<file path="src/rtl/multi_edge_filter_pkg.sv">
// Shared constants for the multi-channel glitch filter / edge detector.
// Hysteresis states, edge_mode encodings, prescaler width helpers.
package multi_edge_filter_pkg;

  typedef enum logic {
    ST_LOW  = 1'b0,
    ST_HIGH = 1'b1
  } state_e;

  localparam logic [1:0] MODE_RISE = 2'b00;
  localparam logic [1:0] MODE_FALL = 2'b01;
  localparam logic [1:0] MODE_BOTH = 2'b10;
  localparam logic [1:0] MODE_NONE = 2'b11;

  function automatic int clog2(input int value);
    int r;
    r = 0;
    while ((1 << r) < value) r++;
    return r;
  endfunction

  // A one-clock prescaler still needs a 1-bit counter.
  function automatic int cnt_width(input int prescale);
    return (clog2(prescale) < 1) ? 1 : clog2(prescale);
  endfunction

endpackage

</file>
<file path="src/rtl/multi_edge_filter_cell.sv">
// One filter channel: 2-flop sync, DEPTH sample window, LOW/HIGH hysteresis FSM.
// Ports: clock, reset(n), strobe, enable, edge_mode, din -> level, rise, fall, edge_pulse.
module edge_filter_cell
  import multi_edge_filter_pkg::*;
#(
  parameter int DEPTH = 20
) (
  input  logic       clock,
  input  logic       reset,
  input  logic       strobe,
  input  logic       enable,
  input  logic [1:0] edge_mode,
  input  logic       din,
  output logic       level,
  output logic       rise,
  output logic       fall,
  output logic       edge_pulse
);

  logic [1:0]       sync_q;
  logic [DEPTH-1:0] win_q;
  logic [DEPTH-1:0] win_next;
  state_e           state_q;
  state_e           state_next;
  logic             rise_next;
  logic             fall_next;
  logic             edge_next;

  // Synchroniser runs every clock, independent of enable.
  always_ff @(posedge clock or negedge reset) begin
    if (!reset) begin
      sync_q <= '0;
    end else begin
      sync_q <= {sync_q[0], din};
    end
  end

  assign win_next = {win_q[DEPTH-2:0], sync_q[1]};

  always_ff @(posedge clock or negedge reset) begin
    if (!reset) begin
      win_q <= '0;
    end else if (strobe) begin
      win_q <= win_next;
    end
  end

  always_ff @(posedge clock or negedge reset) begin
    if (!reset) begin
      state_q <= ST_LOW;
    end else if (strobe) begin
      state_q <= state_next;
    end
  end

  // Mixed windows keep the current state: that is the hysteresis.
  always_comb begin
    state_next = state_q;
    unique case (state_q)
      ST_LOW:  if (&win_next)  state_next = ST_HIGH;
      ST_HIGH: if (~|win_next) state_next = ST_LOW;
    endcase
  end

  always_comb begin
    rise_next = strobe && (state_q == ST_LOW)
             && (state_next == ST_HIGH);
    fall_next = strobe && (state_q == ST_HIGH)
             && (state_next == ST_LOW);
    edge_next = 1'b0;
    case (edge_mode)
      MODE_RISE: edge_next = rise_next;
      MODE_FALL: edge_next = fall_next;
      MODE_BOTH: edge_next = rise_next | fall_next;
      default:   edge_next = 1'b0;
    endcase
  end

  always_ff @(posedge clock or negedge reset) begin
    if (!reset) begin
      rise       <= 1'b0;
      fall       <= 1'b0;
      edge_pulse <= 1'b0;
    end else if (!enable) begin
      rise       <= 1'b0;
      fall       <= 1'b0;
      edge_pulse <= 1'b0;
    end else begin
      rise       <= rise_next;
      fall       <= fall_next;
      edge_pulse <= edge_next;
    end
  end

  assign level = (state_q == ST_HIGH);

endmodule

</file>
<file path="src/rtl/multi_edge_filter.sv">
// N-channel glitch filter and edge detector for hall/commutation inputs.
// Ports: clock, reset(n), enable, edge_mode, data[CH] -> level, rise, fall, edge_pulse, strobe.
module multi_edge_filter
  import multi_edge_filter_pkg::*;
#(
  parameter int CH       = 3,
  parameter int DEPTH    = 20,
  parameter int PRESCALE = 16
) (
  input  logic          clock,
  input  logic          reset,
  input  logic          enable,
  input  logic [1:0]    edge_mode,
  input  logic [CH-1:0] data,
  output logic [CH-1:0] level,
  output logic [CH-1:0] rise,
  output logic [CH-1:0] fall,
  output logic [CH-1:0] edge_pulse,
  output logic          strobe
);

  localparam int          PW   = cnt_width(PRESCALE);
  localparam logic [PW-1:0] LAST = PW'(PRESCALE - 1);

  logic [PW-1:0] cnt_q;

  always_ff @(posedge clock or negedge reset) begin
    if (!reset) begin
      cnt_q <= '0;
    end else if (enable) begin
      cnt_q <= (cnt_q == LAST) ? '0 : cnt_q + 1'b1;
    end
  end

  // Reset term keeps strobe low while held in reset, even with PRESCALE=1.
  assign strobe = reset && enable && (cnt_q == LAST);

  for (genvar g = 0; g < CH; g++) begin : g_ch
    edge_filter_cell #(
      .DEPTH(DEPTH)
    ) u_cell (
      .clock     (clock),
      .reset     (reset),
      .strobe    (strobe),
      .enable    (enable),
      .edge_mode (edge_mode),
      .din       (data[g]),
      .level     (level[g]),
      .rise      (rise[g]),
      .fall      (fall[g]),
      .edge_pulse(edge_pulse[g])
    );
  end

endmodule
</file>
<file path="config.mk">
export PLATFORM = sky130hd
export DESIGN_NAME = multi_edge_filter
export DESIGN_NICKNAME = d
export VERILOG_FILES = /design/src/rtl/multi_edge_filter_pkg.sv /design/src/rtl/multi_edge_filter_cell.sv /design/src/rtl/multi_edge_filter.sv
export SDC_FILE = /design/constraint.sdc
export NUM_CORES = 1
export LEC_CHECK = 0
export ABC_AREA = 1
export CAP_MARGIN = 40
export CORE_MARGIN = 2
export CORE_UTILIZATION = 53
export DETAILED_ROUTE_END_ITERATION = 6
export PLACE_DENSITY = 0.75
export SYNTH_ARGS = -nofsm -noshare
export SYNTH_HDL_FRONTEND = slang
export SYNTH_SLANG_ARGS = --single-unit
</file>
<file path="constraint.sdc">
create_clock -name clock -period 1.46 [get_ports clock]
set_input_delay 0.146 -clock clock [delete_from_list [all_inputs] [get_ports clock]]
set_output_delay 0.146 -clock clock [all_outputs]
set_load 0.05 [all_outputs]
</file>
==> summary.md <==
The post-layout minimum cycle time was 1.60 ns; the simple-gate share of the synthesized area was 22.7%. During synthesis, Yosys emitted a total of 0 warnings. In the final layout, the multi-input gates occupy 1210 um2. Counting flops and latches in the post-synthesis netlist gives 79.

Data on the critical path is required at its endpoint by 1.31 ns. The total count of hold-check failures in the final report is 0. Class of the tightest hold or removal check: primary input to register. Setup repair after global routing could not meet its margin everywhere. The run gives 0.00830 ns as the clock tree skew after final layout.

The run gives 57.9% as the proportion of synthesized chip area in sequential cells. Cells with a size suffix above 1 make up 19.2% of the layout. Synthesis produced 403 cells. The flow ran to the end, but the final reports show violations. The initialized floorplan defines 29 standard-cell rows.

The final reports fail on setup timing. Across every metal layer, demand over resource in global routing totals 19.8%. In this run the horizontal extent of the chip is 84.3 um.

The logs give 0 for the max-slew violation count and 80 for the maximum number of pins on one net before global-route repair. The first global-routing pass estimated 11200 um of wire. The first routing iteration left 194 violations. The effective utilization at floorplan was 54.4%. The tools report the clock tree root buffer cell as sky130_fd_sc_hd__clkbuf_8. The die span in y came out at 84.3 um.

Pin placement for this block handled 21 I/O pins. The run gives 0 as the total global routing overflow. The sequential cell area was 1980 um2; the synthesized area was 3410 um2. The repair_antennas step left the layout with diodes totalling 0. The CTS sink count is 79, and the first-pass iteration count of the detailed router is 5. In the routed design, unresolved DRC markers number 0.

The detailed router placed 2709 vias in this run. The power density of the placed cells was 1750 nW/um2. Counting along the longest clock path gives a buffer depth of 2. The worst setup path category is register to output pin. The tools report the arrival time reported for the critical path endpoint as 1.45 ns. The run gives 0 as the number of antenna violations at the first check in global routing. For the pin with the worst max-slew slack, the measured transition is 0.538 ns. For the residual antenna-violating net count after detailed routing, the log shows 0. IR analysis of the VDD net gives a maximum drop of 1.06 mV. The number of cells on the worst reg-to-reg path is 10. The final cycle utilization of the critical path is 109%. The termination of the worst setup path is strobe. The tools report the filler cell count in the final layout as 472.

In this run the number of H-tree levels came out at 3. The tool flagged a number of max-cap violations equal to 0. The area growth from synthesis to layout is 26.6%. For this design the static power due to leakage is 2.11 nW. The logs give 21 for the number of different library cells in the post-synthesis netlist and 64.0% for the max-slew headroom at the worst pin. After synthesis, the largest family of logic cells by area is simple AND/OR/NAND/NOR gates.

The tools report the number of failing setup endpoints in the final timing report as 36. For this run, the share of the core covered by cells in the final layout is 68.9%. The final layout contains 451 nets. Summing the areas of all xor and xnor instances in the mapped netlist gives 0.513% of the synthesized area.

Dividing the detail-routed via count by the number of cells gives 5.17. Clock-pin slew was measured on the worst setup and hold paths at 0.08 ns. TritonCTS created 9 clock buffers. Startpoint kind of the worst setup timing path: a register. The number of buffers inserted by port buffering was 20; the synthesized net count was 412. Dividing the synthesized area by the synthesized cell count gives 8.47 um2. The setup slack of the worst register-to-register path was -0.13 ns; the die area was 7100 um2. The logs give 2505 for the via count of the first global-routing pass and 6280 um2 for the area of the core region. The tightest hold path in the finished design has a slack of 0.229 ns.

The tools report the minimum setup slack in the final design as -0.138 ns. The tools report the launching point of the worst reg2reg path as cnt_q[0]. The placed wire-length estimate was 4310 um; the routed wire length per instance was 13.8 um. For the fmax, the log shows 0.626 GHz.

The library cells used most frequently in the layout, excluding fill and tap cells, are sky130_fd_sc_hd__nand2_1 (111), sky130_fd_sc_hd__dfrtp_1 (79), sky130_fd_sc_hd__inv_1 (44). The clock reaches the later pin of the worst-skew pair after 0.35 ns. Of all nets on the critical path, the largest fanout is 2. The overall power consumption was 7.58 mW. The most critical setup path has its startpoint at cnt_q[0].

Summing the areas of all compound-gate instances in the mapped netlist gives 8.65% of the synthesized area. The endpoint identified for the worst register-to-register timing path is g_ch[0].u_cell.edge_pulse. The worst setup path is captured at an output pin. For the final weighted congestion in routability-driven placement, the log shows 0.853. Summing the areas of all fa, ha and maj instances in the mapped netlist gives 0.366% of the synthesized area.

Measured against the total synthesized area, the mux share comes to 0.330%. TritonCTS built the clock tree. Wires add up to 7240 um.

The library cell used most frequently in the layout, excluding fill and tap cells, is sky130_fd_sc_hd__nand2_1.
## critical path, stage by stage, from the launching register on
cell and delay, ns:
sky130_fd_sc_hd__dfrtp_1 0.39, sky130_fd_sc_hd__ha_2 0.21, sky130_fd_sc_hd__nand3_4 0.10, sky130_fd_sc_hd__nor2_4 0.04, sky130_fd_sc_hd__buf_6 0.12, sky130_fd_sc_hd__buf_12 0.12, sky130_fd_sc_hd__buf_12 0.14
## cells in the mapped netlist, drive strengths merged
cell      n  area [um2]
nand2   117         439
dfrtp    79        1980
o21ai    57         285
nor2     50         203
inv      45         169
buf      21         146
nand3    12        60.1
nor3      7        35.0
nand4     5        31.3
clkbuf    3        11.3
a21oi     2        10.0
xor2      2        17.5
ha        1        12.5
mux2      1        11.3
or2       1        6.26
## routing by layer
metal | track usage [%] | vias to the layer above | wire [um]
li1 | - | 1324 | -
met1 | 26.6 | 1302 | 3290
met2 | 31.4 | 69 | 3510
met3 | 5.01 | 14 | 283
met4 | 7.18 | 0 | 159
met5 | 0 | - | 0
## area by class of cell
type,count,share of cell area (%)
clock buffers,10,2.95
clock inverters,6,3.07
inverters,45,4.20
multi-input cells,255,28.1
flip-flops and latches,79,45.7
well taps,77,2.23
repair buffers,51,13.5
repair inverters,1,0.203
## metrics by stage
stage	TNS, ns	setup slack [ns]	instance area [um2]	cells
after CTS	-0.174	-0.164	4020	516
after floorplan	0	0.0398	3410	403
after global routing	-5.81	-0.221	4320	524
after global placement	0	0.000804	3690	494
final	-2.01	-0.138	4320	524
after detailed placement	-0.515	-0.0551	3690	494
## what timing repair did
| item | in CTS | in global routing |
|---|---|---|
| setup buffers | 5 | 3 |
| cloned | 0 | 6 |
| hold endpoints to repair | 79 | 0 |
| pin swaps | 2 | 8 |
| hold buffers | 1 | 0 |
| endpoints found under the setup margin | 22 | 65 |
| resized for setup | 6 | 60 |
## worst min-delay path by stage
| stage | from | to | slack [ns] | cells past startpoint |
|---|---|---|---|---|
| 4_1_cts | data[1] | g_ch[1].u_cell.sync_q[0] | 0.22 | 1 |
| 6_report | data[1] | g_ch[1].u_cell.sync_q[0] | 0.23 | 1 |
| 3_5_place_dp | reset | g_ch[0].u_cell.win_q[18] | 0.24 | 2 |
| 3_3_place_gp | reset | g_ch[0].u_cell.sync_q[1] | 0.24 | 2 |
| 5_1_grt | data[1] | g_ch[1].u_cell.sync_q[0] | 0.20 | 1 |
| 2_1_floorplan | reset | cnt_q[0] | -0.15 | 0 |
## sequential cells by signal, indices dropped and copies added (netlist names)
signal / flops
g_ch.u_cell.win_q: 57
g_ch.u_cell.sync_q: 6
cnt_q: 4
g_ch.u_cell.edge_pulse: 3
g_ch.u_cell.fall: 3
g_ch.u_cell.level: 3
g_ch.u_cell.rise: 3
## power by group
group          total, mW  switching, mW  internal (mW)
sequential          3.78          0.770           3.01
combinational       1.72          0.954          0.762
clock               2.09          0.782           1.31
total               7.58           2.51           5.08
## cell families (layout without fill, tap and decap cells)
family | Yosys count | in the layout
AOI/OAI and AO/OA | 59 | 59
adders and majority gates | 1 | 1
DFF | 79 | 79
xor gates and xnor gates | 2 | 2
muxes | 1 | 1
buffers and inverters | 69 | 113
and+or+nand+nor | 192 | 192
Note: power is estimated with default switching activity, not from simulation.
==> variant (config.mk and constraints unchanged) <==
Set the parameter `CH` to 5 (it was 3).
--- a/src/rtl/multi_edge_filter.sv
+++ b/src/rtl/multi_edge_filter.sv
@@ -3,7 +3,7 @@
 module multi_edge_filter
   import multi_edge_filter_pkg::*;
 #(
-  parameter int CH       = 3,
+  parameter int CH       = 5,
   parameter int DEPTH    = 20,
   parameter int PRESCALE = 16
 ) (
Interface: changed (5 resized); port bits go from 21 to 31. No check against the original RTL was run, so the function may have changed too.
==> variant against the original RTL <==
Routed wire length up 71%. Worst setup slack worse by 0.27 ns. Power is 65% higher. Sequential cell count increased by 50. Non-clock buffer count rose by 35. Hold slack got worse by 0.16 ns. Synthesized area grew 61%. Maximum frequency shrank 14%. Die area rose by 58%. Via count is 61% higher. The run still ends with setup timing left. Final area is 66% higher.
==> variant: results (changes against the original RTL) <==
- GP Congestion: 0.883 (+3.5%)
- Worst Path Arrival: 1.72 ns (+0.27 ns)
- Pre-antenna DRT Iters: 6 (+1)
- Worst Skew: 0.0121 ns (+0.00376 ns)
- IO Port Bufs: 30 (+50%)
- First-pass GRT wire length: 18,900 um (+70%)
- Detailed placer's ending HPWL: 6970 um (+62%)
- Gate Count Post-Synth: 620 (+54%)
- FF-to-FF path depth: 9 (-1)
- # setup viols final: 109 (+200%)
- FF-to-FF Start: cnt_q[0]$_DFFE_PN0P_
- Largest net degree at the start of global routing: 130 (+63%)
- Worst hold path stage count: 1 (unchanged)
- TNS Setup: -28.00 ns (-25.99 ns)
- Synth top area cells: dfrtp_1, nand2_1, o21ai_0, inv_1, nand4_1
- Library cells used by synthesis: 26 (+24%)
- Static Leakage: 3.49 nW (+66%)
- DR iter-0 viols: 281 (+45%)
- Peak supply drop: 1.47 mV (+39%)
- Clock-pin transition on the worst setup and hold timing paths: 0.06 ns (-0.02 ns)
- Cell total after placement: 768 (+55%)
- Total number of yosys warnings: 0 (unchanged)
- Setup WS post-layout: -0.407 ns (-0.269 ns)
- Relative max-transition margin: 53.5% (-11 points)
- Non-filler cells, final: 831 (+59%)
- Registers with the most flip-flops: g_ch.u_cell.win_q: 95 flops, g_ch.u_cell.sync_q: 10 flops
- Overall Global Routing Usage: 21.6% (+1.8 points)
- Status: finished, violations left
- Failing checks: setup timing
- CTS H-tree lvls: 4 (+1)
- Start point of the worst hold path: data[3]
- Sequential element share of the synthesized area: 58.6% (+0.73 points)
- Skew-Pair Late Insertion Delay: 0.52 ns (+0.17 ns)
- Hold EP: g_ch[3].u_cell.sync_q[0]$_DFF_PN0_
- R2r setup slk: -0.37 ns (-0.24 ns)
- WL final: 12,400 um (+71%)
- Final net count: 694 (+54%)
- Vias per cell: 5.25 (+1.6%)
- Post-synth ARST share: 100% (unchanged)
- Commonest cells post-synth: nand2_1, dfrtp_1, inv_1, o21ai_0, nand4_1
- CTS Buf Count: 17 (+8)
- Synth Net Count: 631 (+53%)
- Hold Worst Slack: 0.0683 ns (-0.161 ns)
- Fraction of final layout cells sized beyond drive strength 1: 22.3% (+3.1 points)
- Vias in the first global route: 4,015 (+60%)
[variant: worst max path at each step]
stage	end
3_3_place_gp	g_ch[0].u_cell.edge_pulse$_DFF_PN0_
6_report	strobe
3_5_place_dp	g_ch[0].u_cell.edge_pulse$_DFF_PN0_
2_1_floorplan	g_ch[0].u_cell.edge_pulse$_DFF_PN0_
4_1_cts	strobe
5_1_grt	strobe
[variant: kinds of logic (layout without fill, tap and decap cells)]
family | count (synthesis) | count (layout) | synth area share, %
adders and majority gates | 1 | 1 | 0.227
and+or+nand+nor | 288 | 288 | 23.0
buffers and inverters | 119 | 194 | 10.3
xor gates and xnor gates | 1 | 1 | 0.159
AOI/OAI and AO/OA | 81 | 81 | 7.43
muxes | 1 | 1 | 0.204
DFF | 129 | 129 | 58.6
[variant: final cells by class]
class                   instances  area (sq um)
inverters                      77           292
well taps                     136           170
clock inverters                10           135
repair buffers                 86          1020
fillers                       708          3020
clock buffers                  21           449
flip-flops and latches        129          3230
multi-input cells             372          1870
[variant: layer usage]
layer	share of wire, %	global-route usage, %
met1	42	28.2
met4	1.5	8.55
met5	0	0
met3	5.2	5.95
met2	51	34.6
[variant: per-stage QoR]
stage / setup slack, ns / instance area [sq um] / util [%]
after floorplan: -0.0915 / 5560 / -
after global placement: -0.157 / 5980 / 58.7
after detailed placement: -0.208 / 5980 / 58.7
after CTS: -0.406 / 6640 / 65.2
after global routing: -0.500 / 7160 / 70.3
final: -0.407 / 7160 / 70.3
[variant: what timing repair did]
action	in CTS	in global routing
cloned	0	7
buffers inserted	6	20
setup endpoints to repair	52	116
pin swaps	3	13
hold buffers	1	0
endpoints found under the hold margin	129	0
resized for setup	9	67
[variant: where the power goes]
group | leakage (nW) | switching [mW] | internal, mW
clock network | 0.276 | 1.49 | 2.67
registers | 1.66 | 0.949 | 4.72
logic | 1.56 | 1.59 | 1.09
[variant: worst max-delay path, cell delays in order (launching register included)]
cell and delay, ns:
dfrtp_1 0.35, ha_2 0.20, nand3_2 0.08, or2_4 0.27, inv_4 0.07, buf_12 0.10, buf_12 0.12
